[src/rtl/traffic_pkg.sv]
// Shared encodings for the traffic light subsystem: phases, light bits,
// 7-segment glyphs and error-flag positions.
package traffic_pkg;

    typedef enum logic [2:0] {
        PH_UNKNOWN = 3'd0,
        PH_A_GO    = 3'd1,
        PH_A_LEFT  = 3'd2,
        PH_A_YEL   = 3'd3,
        PH_B_GO    = 3'd4,
        PH_B_LEFT  = 3'd5,
        PH_B_YEL   = 3'd6
    } phase_t;

    typedef enum logic {
        ST_IDLE  = 1'b0,
        ST_ARMED = 1'b1
    } arm_state_t;

    localparam int L_AG = 7;
    localparam int L_AY = 6;
    localparam int L_AR = 5;
    localparam int L_AL = 4;
    localparam int L_BG = 3;
    localparam int L_BY = 2;
    localparam int L_BR = 1;
    localparam int L_BL = 0;

    // Segment order is {g,f,e,d,c,b,a}, active-high.
    localparam logic [6:0] SEG_0 = 7'h3F;
    localparam logic [6:0] SEG_1 = 7'h06;
    localparam logic [6:0] SEG_2 = 7'h5B;
    localparam logic [6:0] SEG_3 = 7'h4F;
    localparam logic [6:0] SEG_4 = 7'h66;
    localparam logic [6:0] SEG_5 = 7'h6D;
    localparam logic [6:0] SEG_6 = 7'h7D;
    localparam logic [6:0] SEG_7 = 7'h07;
    localparam logic [6:0] SEG_8 = 7'h7F;
    localparam logic [6:0] SEG_9 = 7'h6F;

    localparam int ERR_SEQ      = 3;
    localparam int ERR_COUNT    = 2;
    localparam int ERR_SEG      = 1;
    localparam int ERR_CONFLICT = 0;

    // Exactly one go/left/yellow on one approach with red on the other;
    // every other pattern (all off, conflicting greens) is UNKNOWN.
    function automatic phase_t classify(input logic [7:0] l);
        phase_t p;
        p = PH_UNKNOWN;
        if (l == ((8'd1 << L_AG) | (8'd1 << L_BR))) p = PH_A_GO;
        if (l == ((8'd1 << L_AL) | (8'd1 << L_BR))) p = PH_A_LEFT;
        if (l == ((8'd1 << L_AY) | (8'd1 << L_BR))) p = PH_A_YEL;
        if (l == ((8'd1 << L_BG) | (8'd1 << L_AR))) p = PH_B_GO;
        if (l == ((8'd1 << L_BL) | (8'd1 << L_AR))) p = PH_B_LEFT;
        if (l == ((8'd1 << L_BY) | (8'd1 << L_AR))) p = PH_B_YEL;
        return p;
    endfunction

    function automatic phase_t successor(input phase_t p);
        phase_t n;
        case (p)
            PH_A_GO:   n = PH_A_LEFT;
            PH_A_LEFT: n = PH_A_YEL;
            PH_A_YEL:  n = PH_B_GO;
            PH_B_GO:   n = PH_B_LEFT;
            PH_B_LEFT: n = PH_B_YEL;
            PH_B_YEL:  n = PH_A_GO;
            default:   n = PH_UNKNOWN;
        endcase
        return n;
    endfunction

endpackage

[src/rtl/traffic_phase_monitor_if.sv]
// Bus between the lights/display path (master) and the phase monitor (slave).
// tick is a one-cycle enable with no ready: every bus signal is sampled by the
// slave only in the cycle tick = 1, and result signals are valid from the
// following cycle until the next tick (phase_change/err_pulse last one cycle).
interface traffic_phase_monitor_if #(
    parameter int ERR_CNT_W = 8
);
    logic                 tick;
    logic [7:0]           lights;
    logic [7:0]           seg_ones;
    logic [7:0]           seg_tens;
    logic [6:0]           count_value;
    logic                 count_valid;
    logic [2:0]           phase;
    logic                 phase_change;
    logic                 err_pulse;
    logic [3:0]           err_flags;
    logic [ERR_CNT_W-1:0] err_count;
    logic                 dbg_armed;

    modport master (
        output tick, lights, seg_ones, seg_tens,
        input  count_value, count_valid, phase, phase_change,
               err_pulse, err_flags, err_count, dbg_armed
    );

    modport slave (
        input  tick, lights, seg_ones, seg_tens,
        output count_value, count_valid, phase, phase_change,
               err_pulse, err_flags, err_count, dbg_armed
    );
endinterface

[src/rtl/seg7_to_bcd.sv]
// Combinational 7-segment glyph decoder; unknown patterns report valid = 0.
module seg7_to_bcd
    import traffic_pkg::*;
(
    input  logic [6:0] seg,
    input  logic       active_low,
    output logic [3:0] digit,
    output logic       valid
);
    logic [6:0] s;

    always_comb begin
        s     = active_low ? ~seg : seg;
        digit = 4'd0;
        valid = 1'b1;
        case (s)
            SEG_0:   digit = 4'd0;
            SEG_1:   digit = 4'd1;
            SEG_2:   digit = 4'd2;
            SEG_3:   digit = 4'd3;
            SEG_4:   digit = 4'd4;
            SEG_5:   digit = 4'd5;
            SEG_6:   digit = 4'd6;
            SEG_7:   digit = 4'd7;
            SEG_8:   digit = 4'd8;
            SEG_9:   digit = 4'd9;
            default: valid = 1'b0;
        endcase
    end
endmodule

[src/rtl/traffic_phase_monitor.sv]
// Checks countdown and phase order of the traffic light outputs on each tick.
module traffic_phase_monitor
    import traffic_pkg::*;
#(
    parameter bit SEG_ACTIVE_LOW = 1'b0,
    parameter int ERR_CNT_W      = 8
) (
    input  logic                    clk,
    input  logic                    rst,
    traffic_phase_monitor_if.slave  mon
);
    logic [3:0] ones_digit, tens_digit;
    logic       ones_ok, tens_ok;
    logic       unused_dp;

    assign unused_dp = mon.seg_ones[7] ^ mon.seg_tens[7];

    seg7_to_bcd u_ones (
        .seg        (mon.seg_ones[6:0]),
        .active_low (SEG_ACTIVE_LOW),
        .digit      (ones_digit),
        .valid      (ones_ok)
    );

    seg7_to_bcd u_tens (
        .seg        (mon.seg_tens[6:0]),
        .active_low (SEG_ACTIVE_LOW),
        .digit      (tens_digit),
        .valid      (tens_ok)
    );

    arm_state_t           state_q, state_d;
    phase_t               phase_q, phase_d;
    phase_t               prev_phase_q, prev_phase_d;
    logic [6:0]           prev_count_q, prev_count_d;
    logic [6:0]           count_value_q, count_value_d;
    logic                 count_valid_q, count_valid_d;
    logic                 phase_change_q, phase_change_d;
    logic                 err_pulse_q, err_pulse_d;
    logic [3:0]           err_flags_q, err_flags_d;
    logic [ERR_CNT_W-1:0] err_count_q, err_count_d;

    phase_t     cur_phase;
    logic [6:0] cur_count;
    logic       seg_ok, tick_valid;
    logic [3:0] err_now;

    always_comb begin
        cur_phase = classify(mon.lights);
        cur_count = ({3'd0, tens_digit} * 7'd10) + {3'd0, ones_digit};
        seg_ok    = ones_ok & tens_ok;
        tick_valid = seg_ok && (cur_phase != PH_UNKNOWN);

        state_d        = state_q;
        phase_d        = phase_q;
        prev_phase_d   = prev_phase_q;
        prev_count_d   = prev_count_q;
        count_value_d  = count_value_q;
        count_valid_d  = count_valid_q;
        phase_change_d = 1'b0;
        err_pulse_d    = 1'b0;
        err_flags_d    = err_flags_q;
        err_count_d    = err_count_q;
        err_now        = 4'd0;

        if (mon.tick) begin
            phase_d        = cur_phase;
            phase_change_d = (cur_phase != phase_q);
            count_valid_d  = seg_ok;
            if (seg_ok) count_value_d = cur_count;

            err_now[ERR_SEG]      = !seg_ok;
            err_now[ERR_CONFLICT] = (cur_phase == PH_UNKNOWN);

            if (state_q == ST_ARMED && tick_valid) begin
                if (cur_phase == prev_phase_q) begin
                    // Countdown never wraps inside a phase.
                    if (prev_count_q == 7'd0 || cur_count != prev_count_q - 7'd1)
                        err_now[ERR_COUNT] = 1'b1;
                end else begin
                    if (prev_count_q > 7'd1 || cur_count == 7'd0)
                        err_now[ERR_COUNT] = 1'b1;
                    if (cur_phase != successor(prev_phase_q))
                        err_now[ERR_SEQ] = 1'b1;
                end
            end

            // History follows every valid tick so the monitor resynchronises.
            if (tick_valid) begin
                prev_phase_d = cur_phase;
                prev_count_d = cur_count;
                state_d      = ST_ARMED;
            end else begin
                state_d      = ST_IDLE;
            end

            err_pulse_d = |err_now;
            err_flags_d = err_flags_q | err_now;
            if (|err_now && err_count_q != {ERR_CNT_W{1'b1}})
                err_count_d = err_count_q + 1'b1;
        end
    end

    always_ff @(posedge clk) begin
        if (rst) begin
            state_q        <= ST_IDLE;
            phase_q        <= PH_UNKNOWN;
            prev_phase_q   <= PH_UNKNOWN;
            prev_count_q   <= 7'd0;
            count_value_q  <= 7'd0;
            count_valid_q  <= 1'b0;
            phase_change_q <= 1'b0;
            err_pulse_q    <= 1'b0;
            err_flags_q    <= 4'd0;
            err_count_q    <= '0;
        end else begin
            state_q        <= state_d;
            phase_q        <= phase_d;
            prev_phase_q   <= prev_phase_d;
            prev_count_q   <= prev_count_d;
            count_value_q  <= count_value_d;
            count_valid_q  <= count_valid_d;
            phase_change_q <= phase_change_d;
            err_pulse_q    <= err_pulse_d;
            err_flags_q    <= err_flags_d;
            err_count_q    <= err_count_d;
        end
    end

    assign mon.count_value  = count_value_q;
    assign mon.count_valid  = count_valid_q;
    assign mon.phase        = phase_q;
    assign mon.phase_change = phase_change_q;
    assign mon.err_pulse    = err_pulse_q;
    assign mon.err_flags    = err_flags_q;
    assign mon.err_count    = err_count_q;
    assign mon.dbg_armed    = (state_q == ST_ARMED);
endmodule

[src/flat_wrapper.sv]
// flat-port wrapper written by rule: the top's interface ports become plain ports
module traffic_phase_monitor_flat import traffic_pkg::*;
#(
    parameter bit SEG_ACTIVE_LOW = 1'b0,
    parameter int ERR_CNT_W      = 8
)
  (clk, rst, mon_tick, mon_lights, mon_seg_ones, mon_seg_tens, mon_count_value, mon_count_valid, mon_phase, mon_phase_change, mon_err_pulse, mon_err_flags, mon_err_count, mon_dbg_armed);
  traffic_phase_monitor_if #(.ERR_CNT_W(ERR_CNT_W)) mon_i ();
  input  logic clk;
  input  logic rst;
  input wire logic [$bits(mon_i.tick)-1:0] mon_tick;
  input wire logic [$bits(mon_i.lights)-1:0] mon_lights;
  input wire logic [$bits(mon_i.seg_ones)-1:0] mon_seg_ones;
  input wire logic [$bits(mon_i.seg_tens)-1:0] mon_seg_tens;
  output wire logic [$bits(mon_i.count_value)-1:0] mon_count_value;
  output wire logic [$bits(mon_i.count_valid)-1:0] mon_count_valid;
  output wire logic [$bits(mon_i.phase)-1:0] mon_phase;
  output wire logic [$bits(mon_i.phase_change)-1:0] mon_phase_change;
  output wire logic [$bits(mon_i.err_pulse)-1:0] mon_err_pulse;
  output wire logic [$bits(mon_i.err_flags)-1:0] mon_err_flags;
  output wire logic [$bits(mon_i.err_count)-1:0] mon_err_count;
  output wire logic [$bits(mon_i.dbg_armed)-1:0] mon_dbg_armed;
  assign mon_i.tick = mon_tick;
  assign mon_i.lights = mon_lights;
  assign mon_i.seg_ones = mon_seg_ones;
  assign mon_i.seg_tens = mon_seg_tens;
  assign mon_count_value = mon_i.count_value;
  assign mon_count_valid = mon_i.count_valid;
  assign mon_phase = mon_i.phase;
  assign mon_phase_change = mon_i.phase_change;
  assign mon_err_pulse = mon_i.err_pulse;
  assign mon_err_flags = mon_i.err_flags;
  assign mon_err_count = mon_i.err_count;
  assign mon_dbg_armed = mon_i.dbg_armed;
  traffic_phase_monitor #(.SEG_ACTIVE_LOW(SEG_ACTIVE_LOW), .ERR_CNT_W(ERR_CNT_W)) u_core (.clk(clk), .rst(rst), .mon(mon_i));
endmodule
[config.mk]
export PLATFORM = sky130hd
export DESIGN_NAME = traffic_phase_monitor_flat
export DESIGN_NICKNAME = d
export VERILOG_FILES = /design/src/rtl/traffic_pkg.sv /design/src/rtl/traffic_phase_monitor_if.sv /design/src/rtl/seg7_to_bcd.sv /design/src/rtl/traffic_phase_monitor.sv /design/src/flat_wrapper.sv
export SDC_FILE = /design/constraint.sdc
export NUM_CORES = 1
export LEC_CHECK = 0
export ABC_CLOCK_PERIOD_IN_PS = 8900
export CAP_MARGIN = 0
export CORE_ASPECT_RATIO = 0.7
export CORE_MARGIN = 1
export CORE_UTILIZATION = 35
export CTS_CLUSTER_SIZE = 25
export DETAILED_ROUTE_END_ITERATION = 8
export GPL_TIMING_DRIVEN = 1
export PLACE_DENSITY_LB_ADDON = 0.25
export SETUP_SLACK_MARGIN = 0.1
export SLEW_MARGIN = 20
export SYNTH_ARGS = -nofsm -noshare
export SYNTH_HDL_FRONTEND = slang
export SYNTH_SLANG_ARGS = --single-unit
[constraint.sdc]
create_clock -name clk -period 8.9 [get_ports clk]
set_input_delay 1.78 -clock clk [delete_from_list [all_inputs] [get_ports clk]]
set_output_delay 1.78 -clock clk [all_outputs]
set_load 0.01 [all_outputs]
# Word-level counts from Yosys, hierarchy flattened
# Cells that the tools add are included.
# W data, S select, Z words.
dict set report op_classes {
  reduce_logical 17
  order_cmp 1
  muxes 22
  n_addsub 3
  bitwise 3
  eq_ne 37
  n_mul 1
}
# operator n
set ops {}
lappend ops {{$eq A7 B7 Y1 const B} 14}
lappend ops {{$pmux W4 S9} 2}
lappend ops {{$eq A7 B3 Y1 const B} 4}
lappend ops {{$eq A8 B6 Y1 const B} 3}
lappend ops {{$mux W3} 8}
lappend ops {{$reduce_or A10 Y1} 2}
lappend ops {{$pmux W3 S6} 1}
lappend ops {{$eq A7 B6 Y1 const B} 2}
lappend ops {{$logic_not A7 Y1} 2}
lappend ops {{$eq A3 B3 Y1 const B} 3}
lappend ops {{$mux W1} 9}
lappend ops {{$add A8 B1 Y8 const B} 1}
lappend ops {{$eq A8 B5 Y1 const B} 1}
lappend ops {{$eq A8 B7 Y1 const B} 1}
lappend ops {{$eq A8 B8 Y1 const B} 1}
lappend ops {{$ne A8 B8 Y1 const B} 1}
lappend ops {{$add A7 B4 Y7} 1}
lappend ops {{$gt A7 B1 Y1 const B} 1}
lappend ops {{$ne A7 B7 Y1} 1}
lappend ops {{$sub A7 B1 Y7 const B} 1}
lappend ops {{$eq A3 B2 Y1 const B} 2}
lappend ops {{$mul A4 B3 Y6 const B} 1}
lappend ops {{$ne A3 B3 Y1} 2}
lappend ops {{$reduce_and A2 Y1} 3}
lappend ops {{13 further kinds} 17}
dict set report word_totals {
  register_bits 36
  elab_cells 94
  input_bits 27
}

# Logic depth before layout (Yosys ltp)
dict set report depth {
  word_depth 20
  ltp_mapped 15
  mapped_depth_nobuf 15
}

# Hierarchy
# A second synthesis with hierarchy kept.
dict set report hier_totals {
  cells_unflattened 376
  hier_area_um2 3044.2
}
# mod area_each_um2 seq_area_each_um2 instances cells_per_inst
set by_module_without_submodules {}
lappend by_module_without_submodules {traffic_phase_monitor 2255.9 720.7 1 270}
lappend by_module_without_submodules {seg7_to_bcd 394.1 0.0 2 53}

# Least setup slack after synthesis
# OpenSTA, ideal clock, no wires.
dict set report synth_timing {
  kind {in2reg}
  start {input mon_seg_tens[2]}
  end {register u_core.err_count_q[3] (netlist: u_core.mon.err_count[3])}
  required_time_ns 8.777
  t_arrival_ns 5.507
  setup_time_ns 0.123
  path_buffers 1
  setup_slack_ns 3.270
  path_stages 15
  cell_sequence {clkbuf_1 and4b_1 a31oi_1 o21ai_0 ha_1 ha_1 fa_1 nand2b_1 o2bb2ai_1 xnor3_1 nand4_1 or4b_4 a2bb2oi_4 a211oi_1 mux2_1}
}
dict set report synth_between {
  elab_chain_cells 13
  elab_cells_between_ends 31
  cone_classes {add/sub (1); mul (1); eq/ne (11); mux (7); bitwise (1); reduce/logical (10)}
}
# element line_no
set synth_lines {}
lappend synth_lines {{start, declared} flat_wrapper.sv:14} ;# input wire logic [$bits(mon_i.seg_tens)-1:0] mon_seg_tens;
lappend synth_lines {{$eq A7 B7 Y1 / $eq A7 B3 Y1 (equally long branches)} seg7_to_bcd.sv:16} ;# case (s)
lappend synth_lines {{$pmux W4 S9} seg7_to_bcd.sv:16}
lappend synth_lines {{$mul A4 B3 Y6} traffic_phase_monitor.sv:50} ;# cur_count = ({3'd0, tens_digit} * 7'd10) + {3'd0, ones_digit};
lappend synth_lines {{$add A7 B4 Y7} traffic_phase_monitor.sv:50}
lappend synth_lines {{$ne A7 B7 Y1 / $logic_not A7 Y1 (equally long branches)} {traffic_phase_monitor.sv:78, traffic_phase_monitor.sv:81}}
lappend synth_lines {{$logic_or A1 B1 Y1 (on tied branches)} {traffic_phase_monitor.sv:78, traffic_phase_monitor.sv:81}}
lappend synth_lines {{$mux W1 (on tied branches)} {traffic_phase_monitor.sv:78, traffic_phase_monitor.sv:81}}
lappend synth_lines {{$mux W1} traffic_phase_monitor.sv:76} ;# if (cur_phase == prev_phase_q) begin
lappend synth_lines {{$mux W2} traffic_phase_monitor.sv:75} ;# if (state_q == ST_ARMED && tick_valid) begin
lappend synth_lines {{$mux W2} traffic_phase_monitor.sv:66} ;# if (mon.tick) begin
lappend synth_lines {{$reduce_or A4 Y1 *} traffic_phase_monitor.sv:99} ;# if (|err_now && err_count_q != {ERR_CNT_W{1'b1}})
lappend synth_lines {{$logic_and A1 B1 Y1 *} traffic_phase_monitor.sv:99}
lappend synth_lines {{$reduce_and A2 Y1 (no source line) *} --}
lappend synth_lines {{end signal, assigned} traffic_phase_monitor.sv:126} ;# err_count_q <= err_count_d;
lappend synth_lines {{end, declared} traffic_phase_monitor.sv:41} ;# logic [ERR_CNT_W-1:0] err_count_q, err_count_d;
# Mark *: on every way between the ends. The rest lies on a longest branch, timed or not. The select of a mux whose other input is x is not followed.
# A chain may end at the register's enable or synchronous reset.

# Final worst setup path
dict set report layout_timing {
  start {input mon_seg_tens[2]}
  end {register u_core.err_count_q[6] (netlist: u_core.mon.err_count[6])}
}
# Same word-level chain as after synthesis.

==> run metrics <==
run status=finished clean; die area=~8000 µm²; worst min-delay path class=register to register; Required @ worst endpoint=9.08 ns; worst vdd rail ir drop=approximately 0.050 mV; worst path cell trace=clkdlybuf4s50_1 > and4b_1 > a31oi_1 > o21ai_0 > ha_1 > ha_1 > fa_1 > nand2b_1 > o2bb2ai_1 > xnor3_1 > nand4_1 > or4b_4 > a2bb2oi_4 > a211oi_1 > mux2_1; core area=7352 µm²; routed len/inst=13.84 µm; CP peak stage delay=0.61 ns; Crit. Startpoint=mon_seg_tens[2]; critical path's slowest cell=clkdlybuf4s50_1; hold-fix buffers at CTS=0; total power=around 0.36 mW; initial antenna violation count=0; Final ANT Viol Nets=0; post-route cell area=3392 µm²; max-cap viol count=0; Iteration-0 DRC Markers=160; final worst setup slack=2.697 ns; Setup Fix Bufs, Post-CTS=0; Post-CTS Resized=0; Final min period=6.203 ns; global-route wire length before repair=11010 µm; r2r startpoint=u_core.prev_count_q[0]; # diodes=0; syn_nets=369; Mapped Cells=331; total gr overflow=0; Rows=26; layout cell share with drive strength beyond 1=0.05277; WP buf/inv=1; top area cells in the synthesized netlist=dfxtp_1 (27%), nor2_1 (4.8%), ha_1 (4.2%), nand2_1 (4.2%), a21oi_1 (4.1%); dpl cells=roughly 470; total track usage=0.1727; average cell area after synthesis=approximately 8.1 µm²; warnings from Yosys=0; final setup fails=0; vias in the first global route=about 2300; clk slew on worst S/H paths=0.08 ns; CTS tree=built; final setup TNS=0 ns; Hold Fails Final Rpt=0; CP delay by family, top=compound AO/OA/AOI/OAI gates; fin util=0.4614; unrepaired setup endpoints after global routing=false; Post-synth EDFFs=0; largest net degree at the start of global routing=42; Setup crit start kind=input pin; Initial DRT Pass Iterations=4; via count=roughly 2600; final hold slack=0.4595 ns; Slew @ Worst Pin=0.8158 ns; fmax=161.2 MHz; clock latency on the worst-skew pair=0.29 ns; Setup CP Type=input pin to register; Post-Syn Area=2684 µm²; I/O Buffers=50; critical path arrival=roughly 6.4 ns; Cell Area, Placed=~3300 µm²; pre-CTS WS=2.443 ns; Die Ht=about 75 µm; final wirelength=between 6000 and 7000 µm; clk buf depth=2; Yosys top cell by area=dfxtp_1; Die Wd=roughly 110 µm; CTS root buf=clkbuf_8; Synth Flop Type=dfxtp_1; register area share after synthesis=0.2685; LEAKAGE=1.247 nW; clk sink count=36; power per cell area=107.2 nW/µm²; Initial Util=0.3650; drt drc=0; ys async rst share=0; DR vias/cell=5.436; Final nets=416; hold wc startpoint=u_core.mon.err_flags[1]; Synth top area share=0.2685; RD Place Congestion=0.8571; Most common cell on crit path=ha_1; Final Max Slew Viols=0; CP max FO=8; Detailed Place HPWL=5071 µm; Synth Register Bits=36; Crit. End Element=register; Ports=53; TritonCTS Buffers=5; Period Utilization, post-route=0.6970; post-route insts no fill=477; synthesis-to-finish area growth=26.39%; Final Skew=0.01192 ns; H-tree levels=2; Yosys cell types=60; normalized max-slew margin=0.4524
==> cells by family (layout without fill, tap and decap cells) <==
family	count (synthesis)	count (layout)	synth area share
buffers and inverters	24	72	0.03357
AND/OR/NAND/NOR	149	149	0.3021
XOR/XNOR	23	23	0.09603
adder cells (fa/ha/maj)	11	11	0.05688
multiplexers	13	13	0.05128
flip-flops	36	36	0.2685
AO/OA/AOI/OAI	75	75	0.1916
==> power breakdown <==
| part | leakage, nW | internal [mW] | switching [mW] |
|---|---|---|---|
| logic | 0.902 | 0.0265 | 0.0287 |
| clock network | 0.0541 | 0.0829 | 0.0601 |
| registers | 0.292 | 0.163 | 0.00203 |
| total | 1.25 | 0.273 | 0.0908 |
==> flip-flops by register name (all words and copies together) (netlist names) <==
name	cells
u_core.mon.count_valid	1
u_core.mon.count_value	7
u_core.mon.dbg_armed	1
u_core.mon.err_count	8
u_core.mon.err_flags	4
u_core.mon.err_pulse	1
u_core.mon.phase	3
u_core.mon.phase_change	1
u_core.prev_count_q	7
u_core.prev_phase_q	3
==> layer usage <==
| metal | up-vias | track usage | wire length [µm] |
|---|---|---|---|
| met2 | 59 | 0.2602 | 2770 |
| met4 | 0 | 0.03653 | 52 |
| met1 | 1203 | 0.2538 | 3361 |
| met5 | - | 0 | 0 |
| met3 | 5 | 0.03550 | 420 |
| li1 | 1326 | - | - |
==> placed cells by master, fill, tap and decap left out, types with 8 or more instances in the layout <==
cell type | netlist | layout
o21ai_0 | 8 | 8
a31oi_1 | 8 | 8
a211oi_1 | 8 | 8
nor2_1 | 34 | 34
dfxtp_1 | 36 | 36
xnor2_1 | 9 | 9
nand2_1 | 30 | 30
a21oi_1 | 22 | 22
ha_1 | 9 | 9
clkdlybuf4s50_1 | 0 | 50
inv_1 | 11 | 11
xor2_1 | 10 | 10
nand3_1 | 20 | 20
==> cell type report <==
cell class / count / area [µm²]
Fill cell: 754 / 3960
Multi-Input combinational cell: 271 / 1873
Sequential cell: 36 / 720.7
Timing Repair Buffer: 53 / 523.0
Tap cell: 98 / 122.6
Clock buffer: 5 / 68.82
Clock inverter: 3 / 42.54
Inverter: 11 / 41.29
==> synthesized netlist by cell type, types with 3 or more instances <==
library cell,count
nor3b_1,5
clkbuf_1,13
nand4_1,6
a32oi_1,4
dfxtp_1,36
nand2_1,30
or4b_1,3
nor2b_1,7
nor3_1,7
nand3_1,20
nor4_1,5
ha_1,9
nor2_1,34
mux2i_1,7
and3_1,7
mux2_1,6
o21ai_0,8
a211oi_1,8
nand2b_1,5
a21oi_1,22
xor2_1,10
xnor2_1,9
xnor3_1,3
inv_1,11
or3_1,3
a31oi_1,8
==> worst paths after layout <==
check,slack (ns),end,cells past startpoint
setup reg to reg,6.11,u_core.mon.err_count[6],10
hold / removal,0.46,u_core.mon.err_flags[1],2
setup / recovery,2.70,u_core.mon.err_count[6],15
hold reg to reg,0.46,u_core.mon.err_flags[1],2
==> tightest hold or removal path: stages, from the launching register on <==
cell and delay, ns:
dfxtp_1 0.32, inv_1 0.05, a21oi_1 0.05
(Power assumes the default switching activity.)
